**config.mk**
```make
export PLATFORM = sky130hd
export DESIGN_NAME = wave_capture
export DESIGN_NICKNAME = d
export VERILOG_FILES = /design/src/rtl/wave_capture.sv
export SDC_FILE = /design/constraint.sdc
export NUM_CORES = 1
export LEC_CHECK = 0
export ABC_AREA = 1
export CORE_MARGIN = 8
export CORE_UTILIZATION = 25
export DETAILED_ROUTE_END_ITERATION = 10
export MAX_ROUTING_LAYER = met4
export SYNTH_ARGS = -nofsm -noshare
export SYNTH_HDL_FRONTEND = slang
export SYNTH_SLANG_ARGS = --single-unit
```
**constraint.sdc**
```tcl
create_clock -name clk -period 1.32 [get_ports clk]
set_input_delay 0.198 -clock clk [delete_from_list [all_inputs] [get_ports clk]]
set_output_delay 0.198 -clock clk [all_outputs]
set_load 0.05 [all_outputs]
```
**src/rtl/wave_capture.sv**
```systemverilog
// Records a 256-sample waveform window, triggered on a positive-going zero
// crossing, into the half of a double-buffered RAM that the display is not reading.
module wave_capture #(
  parameter int SAMPLE_COUNT_WIDTH = 8
) (
  input  logic                        clk,
  input  logic                        reset,
  input  logic                        new_sample_ready,
  input  logic [15:0]                 new_sample_in,
  input  logic                        wave_display_idle,
  output logic [SAMPLE_COUNT_WIDTH:0] write_address,
  output logic                        write_enable,
  output logic [7:0]                  write_sample,
  output logic                        read_index
);

  localparam int CW = SAMPLE_COUNT_WIDTH;

  typedef enum logic [1:0] {
    S_ARMED,
    S_ACTIVE,
    S_WAIT
  } state_e;

  state_e        state_q, state_d;
  logic [CW-1:0] count_q, count_d;
  logic [15:0]   prev_q, prev_d;
  logic          rd_idx_q, rd_idx_d;
  logic          we_q, we_d;
  logic [CW:0]   addr_q, addr_d;
  logic [7:0]    wsmp_q, wsmp_d;

  logic          crossing;
  logic [7:0]    conv;

  assign crossing = new_sample_ready & prev_q[15] & ~new_sample_in[15];
  assign conv     = {~new_sample_in[15], new_sample_in[14:8]};

  always_comb begin
    state_d  = state_q;
    count_d  = count_q;
    prev_d   = prev_q;
    rd_idx_d = rd_idx_q;
    we_d     = 1'b0;
    addr_d   = addr_q;
    wsmp_d   = wsmp_q;

    if (new_sample_ready) begin
      prev_d = new_sample_in;
    end

    unique case (state_q)
      S_ARMED: begin
        if (crossing) begin
          we_d    = 1'b1;
          addr_d  = {~rd_idx_q, {CW{1'b0}}};
          wsmp_d  = conv;
          count_d = CW'(1);
          state_d = S_ACTIVE;
        end
      end
      S_ACTIVE: begin
        if (new_sample_ready) begin
          we_d    = 1'b1;
          addr_d  = {~rd_idx_q, count_q};
          wsmp_d  = conv;
          count_d = count_q + CW'(1);
          if (&count_q) begin
            state_d = S_WAIT;
          end
        end
      end
      S_WAIT: begin
        // Swap only while the display is off the RAM, to avoid tearing.
        if (wave_display_idle) begin
          rd_idx_d = ~rd_idx_q;
          state_d  = S_ARMED;
        end
      end
      default: begin
        state_d = S_ARMED;
      end
    endcase
  end

  always_ff @(posedge clk) begin
    if (reset) begin
      state_q  <= S_ARMED;
      count_q  <= '0;
      prev_q   <= '0;
      rd_idx_q <= 1'b0;
      we_q     <= 1'b0;
      addr_q   <= '0;
      wsmp_q   <= '0;
    end else begin
      state_q  <= state_d;
      count_q  <= count_d;
      prev_q   <= prev_d;
      rd_idx_q <= rd_idx_d;
      we_q     <= we_d;
      addr_q   <= addr_d;
      wsmp_q   <= wsmp_d;
    end
  end

  assign write_address = addr_q;
  assign write_enable  = we_q;
  assign write_sample  = wsmp_q;
  assign read_index    = rd_idx_q;

endmodule

```
==> results of run 1 <==
-- area by class of cell --
class | instances | area share, %
clock inverters | 2 | 2.91
clock buffers | 6 | 4.00
well taps | 67 | 4.06
inverters | 16 | 2.91
flip-flops and latches | 30 | 29.2
multi-input cells | 118 | 26.4
repair buffers | 47 | 30.5
-- flip-flops by register name, summed over array words and instances, names as in the netlist --
register and count:
write_enable 1, write_address 9, read_index 1, state_q 2
write_sample 8, prev_q 1, count_q 8
-- timing repair --
item / 4_1_cts / 5_1_grt
hold buffers: 0 / 0
endpoints found under the hold margin: 0 / 0
gates resized for setup: 0 / 7
setup endpoints to repair: 0 / 16
buffers inserted: 0 / 1
-- logic make-up after synthesis --
family,count (synthesis),synth area share (%)
and+or+nand+nor,86,29.2
adders and majority gates,1,1.01
DFF,30,48.5
xor gates and xnor gates,1,0.707
AOI/OAI and AO/OA,30,12.3
buffers and inverters,21,8.28
-- worst max-delay path, delay by kind of cell --
kind	cells	cell delay [ns]
AND/OR/NAND/NOR	7	0.60
buffers and inverters	3	0.62
-- worst paths after layout --
kind              depth (start not counted)                             to                     from  slack (ns)
setup / recovery                         10  write_address[1]$_SDFFE_PP0P_         new_sample_ready        0.08
hold / removal                            2        prev_q[15]$_SDFFE_PP0P_  prev_q[15]$_SDFFE_PP0P_        0.46
setup reg to reg                          8        state_q[0]$_SDFFE_PP0P_  count_q[0]$_SDFFE_PP0P_        0.09
hold reg to reg                           2        prev_q[15]$_SDFFE_PP0P_  prev_q[15]$_SDFFE_PP0P_        0.46
-- power groups by stage --
stage | Clock (mW) | Combinational, mW | Sequential [mW]
final | 1.16 | 0.237 | 0.939
after global routing | 1.22 | 0.255 | 0.941
after CTS | 1.18 | 0.237 | 0.939
after detailed placement | 0 | 0.235 | 0.959
after global placement | 0 | 0.235 | 0.959
after floorplan | 0 | 0.0563 | 0.997
-- per-layer routing --
layer	part of all wire (%)	vias to the layer above
met5	0	-
met4	1.6	0
met3	7.7	6
met2	47	25
met1	44	516
li1	-	645
-- stage by stage --
stage	cell area (µm²)	power [mW]	setup TNS [ns]
after floorplan	1240	1.05	0
after global placement	1900	1.19	-4.58
after detailed placement	1900	1.19	-5.24
after CTS	2050	2.36	0
after global routing	2070	2.41	-0.105
final	2070	2.33	0
-- placed cells by master, fill, tap and decap left out, drive strengths merged --
| cell type | n |
|---|---|
| nand2 | 39 |
| buf | 36 |
| dfxtp | 30 |
| nor2 | 28 |
| o21ai | 18 |
| nand3 | 17 |
| inv | 16 |
| a21oi | 11 |
| clkdlybuf4s50 | 11 |
| clkbuf | 6 |
| nor3 | 2 |
| bufinv | 2 |
| xor2 | 1 |
| o211ai | 1 |
| ha | 1 |
==> out/results.ini, run 1 <==
[final_layout]
nNetsFinal = 239
syn2layout_area_growth_pct = 66.8
diodes = 0
fin_util_pct = 43.4
ff_latch_area_um2 = 603
nFillCells = 492
multiInputGateArea_um2 = 546
drive_gt1_share_pct = 25.6
final_cells = 286

[grt]
grt_util_met1_pct = 9.39
antenna_found_initial = 0
grt_overflow = 0
met3_usage_pct = 4.06
top_usage_layer = met2
grt_max_degree = 17
grt_pass1_wl_mm = 5.24
grt_util_met2_pct = 14.6
grt_usage_pct = 9.03
grt_pass1_vias = 1191

[die]
die_w_um = 86.4
start_util_pct = 26.1
ioPinCount = 39
dieArea_mm2 = 0.00746
core_area_mm2 = 0.00475
die_h_um = 86.4
num_rows = 25

[yosys]
synth_edf_count = 0
yosys_warnings = 0
async_flop_share_pct = 0
ys_seq_elements = 30
yosysSeqAreaShare_pct = 48.5
yosys-top-cells-area = dfxtp_1, nand2_1, nor2_1
synthTopCellsByCount = nand2_1, dfxtp_1, nor2_1, nand3_1, o21ai_0
netlist.area_leader.share_pct = 48.5
postSynthAreaPerCell_um2 = 7.33
synth_top_area_cell = dfxtp_1
synth_area_mm2 = 0.00124
yosysMostFrequentCell = nand2_1
synth_flop_cell = dfxtp_1
synth.distinct_cells = 19
synth_cells = 169
syn-num-nets = 190

[clocking]
numCtsBuffers = 5
path_clk_slew_ns = 0.07
clk_latency_ns = 0.28
cts.htree.levels = 2
cts-root-buf = clkbuf_8
cts_sinks = 30
cts_tree = yes
cts_buffer_depth = 2

[timing]
worst_slew_margin_rel_pct = 83.2
finalHoldViolCount = 0
worst_pin_slew_ns = 0.251
whs_ns = 0.463
fmax_ghz = 0.805
grt_setup_unrepaired = true
slew_viol_final = 0
setup_viol = 0
timing.final.crit_share_pct = 94.2
setup_slack_ns = 0.0772
layout_min_cycle_time_ns = 1.24
skew_ns = 0.00688

[power]
netSwitchingFraction_pct = 20.7
ir_drop_mv = 0.340
pwr-share-comb_pct = 10.1
power.net_switching_mw = 0.483
internal-power_mw = 1.85
clock_power_share_pct = 49.6
power_frac_seq_pct = 40.3
p_leak_nw = 0.849
p_per_area_mw_per_mm2 = 1130

[place]
place.detailed.hpwl_mm = 2.28
port_buffers = 30
pre_cts_slack_ns = -0.251
dpl.cell_count = 277
gp_congestion = 0.775

[drt]
final_antenna_net_count = 0
vias = 1192
wl_per_cell_um = 10.5
drt-total-wl_mm = 3.01
post_drt_via_cell_ratio = 4.17
drc = 0
drt_iter0_markers = 53
drt-pass1-iter-count = 4

[worst_setup_path]
critPathMaxFanout = 16
critPathSlowestCell = clkdlybuf4s50_1
crit_type = primary input to flip-flop
worst_setup_path_start_kind = primary input
crit_path_max_incr_delay_ns = 0.47
worstPathRequired_ns = 1.50
cp-end-kind = flip-flop
crit_chain = clkdlybuf4s50_1 > nand2_1 > nor2_2 > nand3_2 > nand2_4 > inv_2 > nand2_1 > nand2_1 > nand2_1 > inv_1
cp.arrival_ns = 1.43
crit_top_cell = nand2_1

[flow_run]
max-cap-violations = 0

[worst_hold_path]
min_path_type = flip-flop to flip-flop

[outcome]
outcome = complete, no violations

No activity file was read; power rests on OpenSTA's default activity.
==> run 2, diff against run 1 <==
--- a/config.mk
+++ b/config.mk
@@ -7,9 +7,11 @@
 export LEC_CHECK = 0
 export ABC_AREA = 1
 export CORE_MARGIN = 8
-export CORE_UTILIZATION = 25
+export CORE_UTILIZATION = 45
 export DETAILED_ROUTE_END_ITERATION = 10
+export GPL_TIMING_DRIVEN = 0
 export MAX_ROUTING_LAYER = met4
+export PLACE_DENSITY = 0.78
 export SYNTH_ARGS = -nofsm -noshare
 export SYNTH_HDL_FRONTEND = slang
 export SYNTH_SLANG_ARGS = --single-unit
==> out/results.ini, run 2 (synthesis gave the netlist of run 1 again) <==
[worst_setup_path]
crit_chain = inv_2 > nor2_2 > nand2_2 > nand2_4 > inv_2 > buf_6 > nor2_1 > nor2_1
worstPathRequired_ns = 1.54
critPathMaxFanout = 10
cp.arrival_ns = 1.48
critPathLaunch = state_q[0]$_SDFFE_PP0P_
critPathSlowestCell = dfxtp_2
crit_type = flip-flop to flip-flop
cp-end-kind = flip-flop
worst_setup_path_start_kind = flip-flop
worst-r2r-cell-count = 8
crit_path_max_incr_delay_ns = 0.35
r2r_start = state_q[0]$_SDFFE_PP0P_

[timing]
skew_ns = 0.00452
timing.final.crit_share_pct = 95.0
layout_min_cycle_time_ns = 1.25
worst_slew_margin_rel_pct = 79.5
setup_viol = 0
slew_viol_final = 0
finalHoldViolCount = 0
worst_pin_slew_ns = 0.306
finalSetupTns_ns = 0
fmax_ghz = 0.797
setup_slack_ns = 0.0654

[die]
num_rows = 19
start_util_pct = 46.1
die_h_um = 68.5
die_w_um = 68.5
ioPinCount = 39
core_area_mm2 = 0.00269
dieArea_mm2 = 0.00469

[clocking]
numCtsBuffers = 5
path_clk_slew_ns = 0.08
cts_tree = yes
cts_buffer_depth = 2
cts_hold_buf = 0
clk_latency_ns = 0.33
cts_sinks = 30
cts-root-buf = clkbuf_4
cts.htree.levels = 2

[outcome]
outcome = complete, no violations

[grt]
grt_usage_pct = 13.5
antenna_found_initial = 0
grt_pass1_wl_mm = 4.69
grt_pass1_vias = 1126
grt_overflow = 0
grt_max_degree = 11

[power]
netSwitchingFraction_pct = 25.2
ir_drop_mv = 0.737
pwr-share-comb_pct = 11.3
power.net_switching_mw = 0.416
power_frac_seq_pct = 56.4
internal-power_mw = 1.23
clock_power_share_pct = 32.3
p_leak_nw = 0.689
p_per_area_mw_per_mm2 = 972

[place]
placed_cell_area_mm2 = 0.00158
gp_congestion = 0.857
port_buffers = 30
place.detailed.hpwl_mm = 2.11
pre_cts_slack_ns = -0.411

[drt]
final_antenna_net_count = 0
drt-total-wl_mm = 2.84
drt_iter0_markers = 44
vias = 1195
post_drt_via_cell_ratio = 5.00
drt-pass1-iter-count = 4
wl_per_cell_um = 11.9
drc = 0

[worst_hold_path]
min_path_type = primary input to flip-flop
hp-start = new_sample_ready
hold_path_depth = 3

[final_layout]
ff_latch_area_um2 = 606
final_area_mm2 = 0.00170
nNetsFinal = 230
drive_gt1_share_pct = 24.5
nFillCells = 237
multiInputGateArea_um2 = 556
final_common_cell = nand2_1
diodes = 0
largest_reg_flops = 9
syn2layout_area_growth_pct = 37.1
final_cell_mix = nand2_1, dfxtp_1, nor2_1

[flow_run]
max-cap-violations = 0

run 2: cell count changes in the layout (fill, tap and decap cells not counted), sizes merged:
cell	previous run	this run
dlymetal6s2s	0	1
clkdlybuf4s50	11	10
clkdlybuf4s15	0	18
clkbuf	6	7
buf	36	8
bufinv	2	0
run 2: power groups by stage:
stage | clock network [mW] | logic [mW] | registers (mW)
after floorplan | 0 | 0.0563 | 0.997
after global placement | 0 | 0.179 | 0.951
after detailed placement | 0 | 0.182 | 0.951
after CTS | 0.547 | 0.181 | 0.930
after global routing | 0.587 | 0.200 | 0.933
final | 0.533 | 0.186 | 0.931
run 2: path summary, 6_finish.rpt:
check | end | slack [ns]
max reg2reg | write_sample[6]$_SDFFE_PP0P_ | 0.07
min reg2reg | prev_q[15]$_SDFFE_PP0P_ | 0.47
max | write_sample[6]$_SDFFE_PP0P_ | 0.07
min | prev_q[15]$_SDFFE_PP0P_ | 0.21
run 2: area by class of cell:
class / count / share of cell area, %
inverter: 16 / 3.54
multi-input combinational: 118 / 32.7
sequential: 30 / 35.7
buffer: 5 / 2.58
clock buffer: 6 / 3.02
timing repair buffer: 33 / 20.2
tap: 31 / 2.28
run 2: per-stage QoR:
step | total power, mW | std cells | hold slack [ns] | util (%)
finish | 1.65 | 239 | 0.212 | 63.2
global route | 1.72 | 239 | 0.223 | 63.2
CTS | 1.66 | 237 | 0.441 | 62.0
detailed placement | 1.13 | 230 | 0.457 | 58.7
global placement | 1.13 | 230 | 0.452 | 58.7
floorplan | 1.05 | 169 | 0.267 | -
run 2: what timing repair did:
action	in CTS	in global routing
pin swaps	1	2
buffers inserted	1	2
gates resized for setup	58	18
setup endpoints to repair	29	25
run 2: critical path: cells and delay by family (launching register included):
| kind | cells | cell delay (ns) |
|---|---|---|
| buffers and inverters | 3 | 0.29 |
| DFF | 1 | 0.35 |
| and+or+nand+nor | 5 | 0.50 |
run 2: layer usage:
metal,global-route usage (%),share of wire (%),vias to the layer above,routed length (µm)
met2,22.0,49,28,1380
met4,8.44,2.1,0,59
li1,-,-,624,-
met1,14.0,44,538,1240
met3,4.26,5.7,5,163
met5,-,0,-,0
==> run 3, diff against run 2 <==
--- a/config.mk
+++ b/config.mk
@@ -7,11 +7,12 @@
 export LEC_CHECK = 0
 export ABC_AREA = 1
 export CORE_MARGIN = 8
-export CORE_UTILIZATION = 45
+export CORE_UTILIZATION = 55
 export DETAILED_ROUTE_END_ITERATION = 10
+export DONT_BUFFER_PORTS = 1
 export GPL_TIMING_DRIVEN = 0
 export MAX_ROUTING_LAYER = met4
-export PLACE_DENSITY = 0.78
+export PLACE_DENSITY = 0.7
 export SYNTH_ARGS = -nofsm -noshare
 export SYNTH_HDL_FRONTEND = slang
 export SYNTH_SLANG_ARGS = --single-unit
==> out/results.ini, run 3 (synthesis gave the netlist of run 1 again) <==
[outcome]
outcome = complete, no violations

[timing]
setup_slack_ns = 0.0481
grt_setup_unrepaired = true
finalHoldViolCount = 0
skew_ns = 0.00639
layout_min_cycle_time_ns = 1.27
fmax_ghz = 0.786
slew_viol_final = 0
worst_slew_margin_rel_pct = 63.1
setup_viol = 0
timing.final.crit_share_pct = 96.4
worst_pin_slew_ns = 0.552

[clocking]
path_clk_slew_ns = 0.09
cts.htree.levels = 2
cts_sinks = 30
numCtsBuffers = 5
clk_latency_ns = 0.32
cts-root-buf = clkbuf_4
cts_buffer_depth = 2
cts_tree = yes

[drt]
post_drt_via_cell_ratio = 5.30
drt-pass1-iter-count = 5
drt-total-wl_mm = 2.77
vias = 1108
drt_iter0_markers = 41
wl_per_cell_um = 13.3
final_antenna_net_count = 0
drc = 0

[power]
netSwitchingFraction_pct = 25.2
p_leak_nw = 0.570
pwr-share-comb_pct = 5.1
power.net_switching_mw = 0.409
clock_power_share_pct = 34.4
power_frac_seq_pct = 60.5
internal-power_mw = 1.21
ir_drop_mv = 0.768
p_per_area_mw_per_mm2 = 1160
total_power_mw = 1.62

[final_layout]
fin_util_pct = 64.4
final_cells = 209
nNetsFinal = 201
largest_reg_flops = 9
final_cell_mix = nand2_1, dfxtp_1, nor2_1
drive_gt1_share_pct = 17.7
nFillCells = 219
final_common_cell = nand2_1
syn2layout_area_growth_pct = 12.8
diodes = 0

[grt]
grt_usage_pct = 15.0
grt_util_met2_pct = 24.5
grt_pass1_wl_mm = 4.84
met3_usage_pct = 6.89
antenna_found_initial = 0
grt_overflow = 0
grt_pass1_vias = 1113
top_usage_layer = met2
grt_max_degree = 11
grt_util_met1_pct = 14.5

[place]
port_buffers = 0
pre_cts_slack_ns = -0.0269
dpl.cell_count = 197
gp_congestion = 0.908
place.detailed.hpwl_mm = 2.04

[worst_setup_path]
worstPathRequired_ns = 1.54
cp.arrival_ns = 1.49
cp-end-kind = flip-flop
reg2reg_setup_slack_ns = 0.05
worst_setup_path_start_kind = flip-flop
crit_type = flip-flop to flip-flop
critPathMaxFanout = 10

[worst_hold_path]
min_path_type = primary input to flip-flop

[die]
num_rows = 17
dieArea_mm2 = 0.00403
core_area_mm2 = 0.00217
die_w_um = 63.5
die_h_um = 63.5
ioPinCount = 39
start_util_pct = 57.1

[flow_run]
max-cap-violations = 0

run 3: changes by cell type in the layout (fill, tap and decap cells not counted), sizes merged:
| cell | previous run | this run |
|---|---|---|
| dlymetal6s2s | 1 | 0 |
| clkdlybuf4s15 | 18 | 0 |
| dlygate4sd3 | 0 | 1 |
| clkdlybuf4s50 | 10 | 0 |
| clkinv | 0 | 1 |
run 3: metal layers:
metal | up-vias | part of all wire (%)
li1 | 569 | -
met1 | 497 | 39
met2 | 32 | 50
met3 | 10 | 8.3
met4 | 0 | 3.0
met5 | - | 0
run 3: timing repair:
item                                    CTS  global route
pin swaps                                 0             2
buffers inserted                          0             3
endpoints found under the hold margin     5             0
hold buffers                              1             0
resized for setup                         2            11
endpoints found under the setup margin   10            21
run 3: through the flow:
stage	hold slack (ns)	cell area (µm²)	TNS, ns
after floorplan	0.267	1240	0
after global placement	0.269	1270	0
after detailed placement	0.270	1270	-0.0652
after CTS	0.00214	1350	0
after global routing	0.0160	1400	-0.268
final	0.00322	1400	0
run 3: worst max-delay path, cell delays in order, from the launching register on:
cell	delay (ns)
dfxtp_2	0.34
nand2_2	0.07
nor2_4	0.14
nand3_2	0.11
nand2_4	0.14
inv_4	0.07
buf_6	0.14
nor2_1	0.10
nor2_1	0.06
run 3: layout make-up:
class,instances,area [µm²],area share (%)
Buffer,5,42.5,3.04
Clock buffer,7,55.1,3.94
Clock inverter,1,5.00,0.358
Inverter,16,62.6,4.48
Multi-Input combinational cell,118,558,39.9
Sequential cell,30,607,43.4
Tap cell,28,35.0,2.51
Timing Repair Buffer,4,32.5,2.33
run 3: final timing paths:
kind,end,startpoint,cells past startpoint
min,prev_q[15]$_SDFFE_PP0P_,new_sample_in[15],2
max,write_sample[5]$_SDFFE_PP0P_,prev_q[15]$_SDFFE_PP0P_,8
min reg2reg,count_q[6]$_SDFFE_PP0P_,count_q[6]$_SDFFE_PP0P_,2
max reg2reg,write_sample[5]$_SDFFE_PP0P_,prev_q[15]$_SDFFE_PP0P_,8
run 3: power groups by stage:
stage          registers, mW  logic (mW)  clock network [mW]
2_1_floorplan          0.997      0.0563                   0
3_3_place_gp            1.00      0.0681                   0
3_5_place_dp            1.00      0.0707                   0
4_1_cts                0.980      0.0766               0.574
5_1_grt                0.982      0.0943               0.607
6_report               0.979      0.0833               0.556
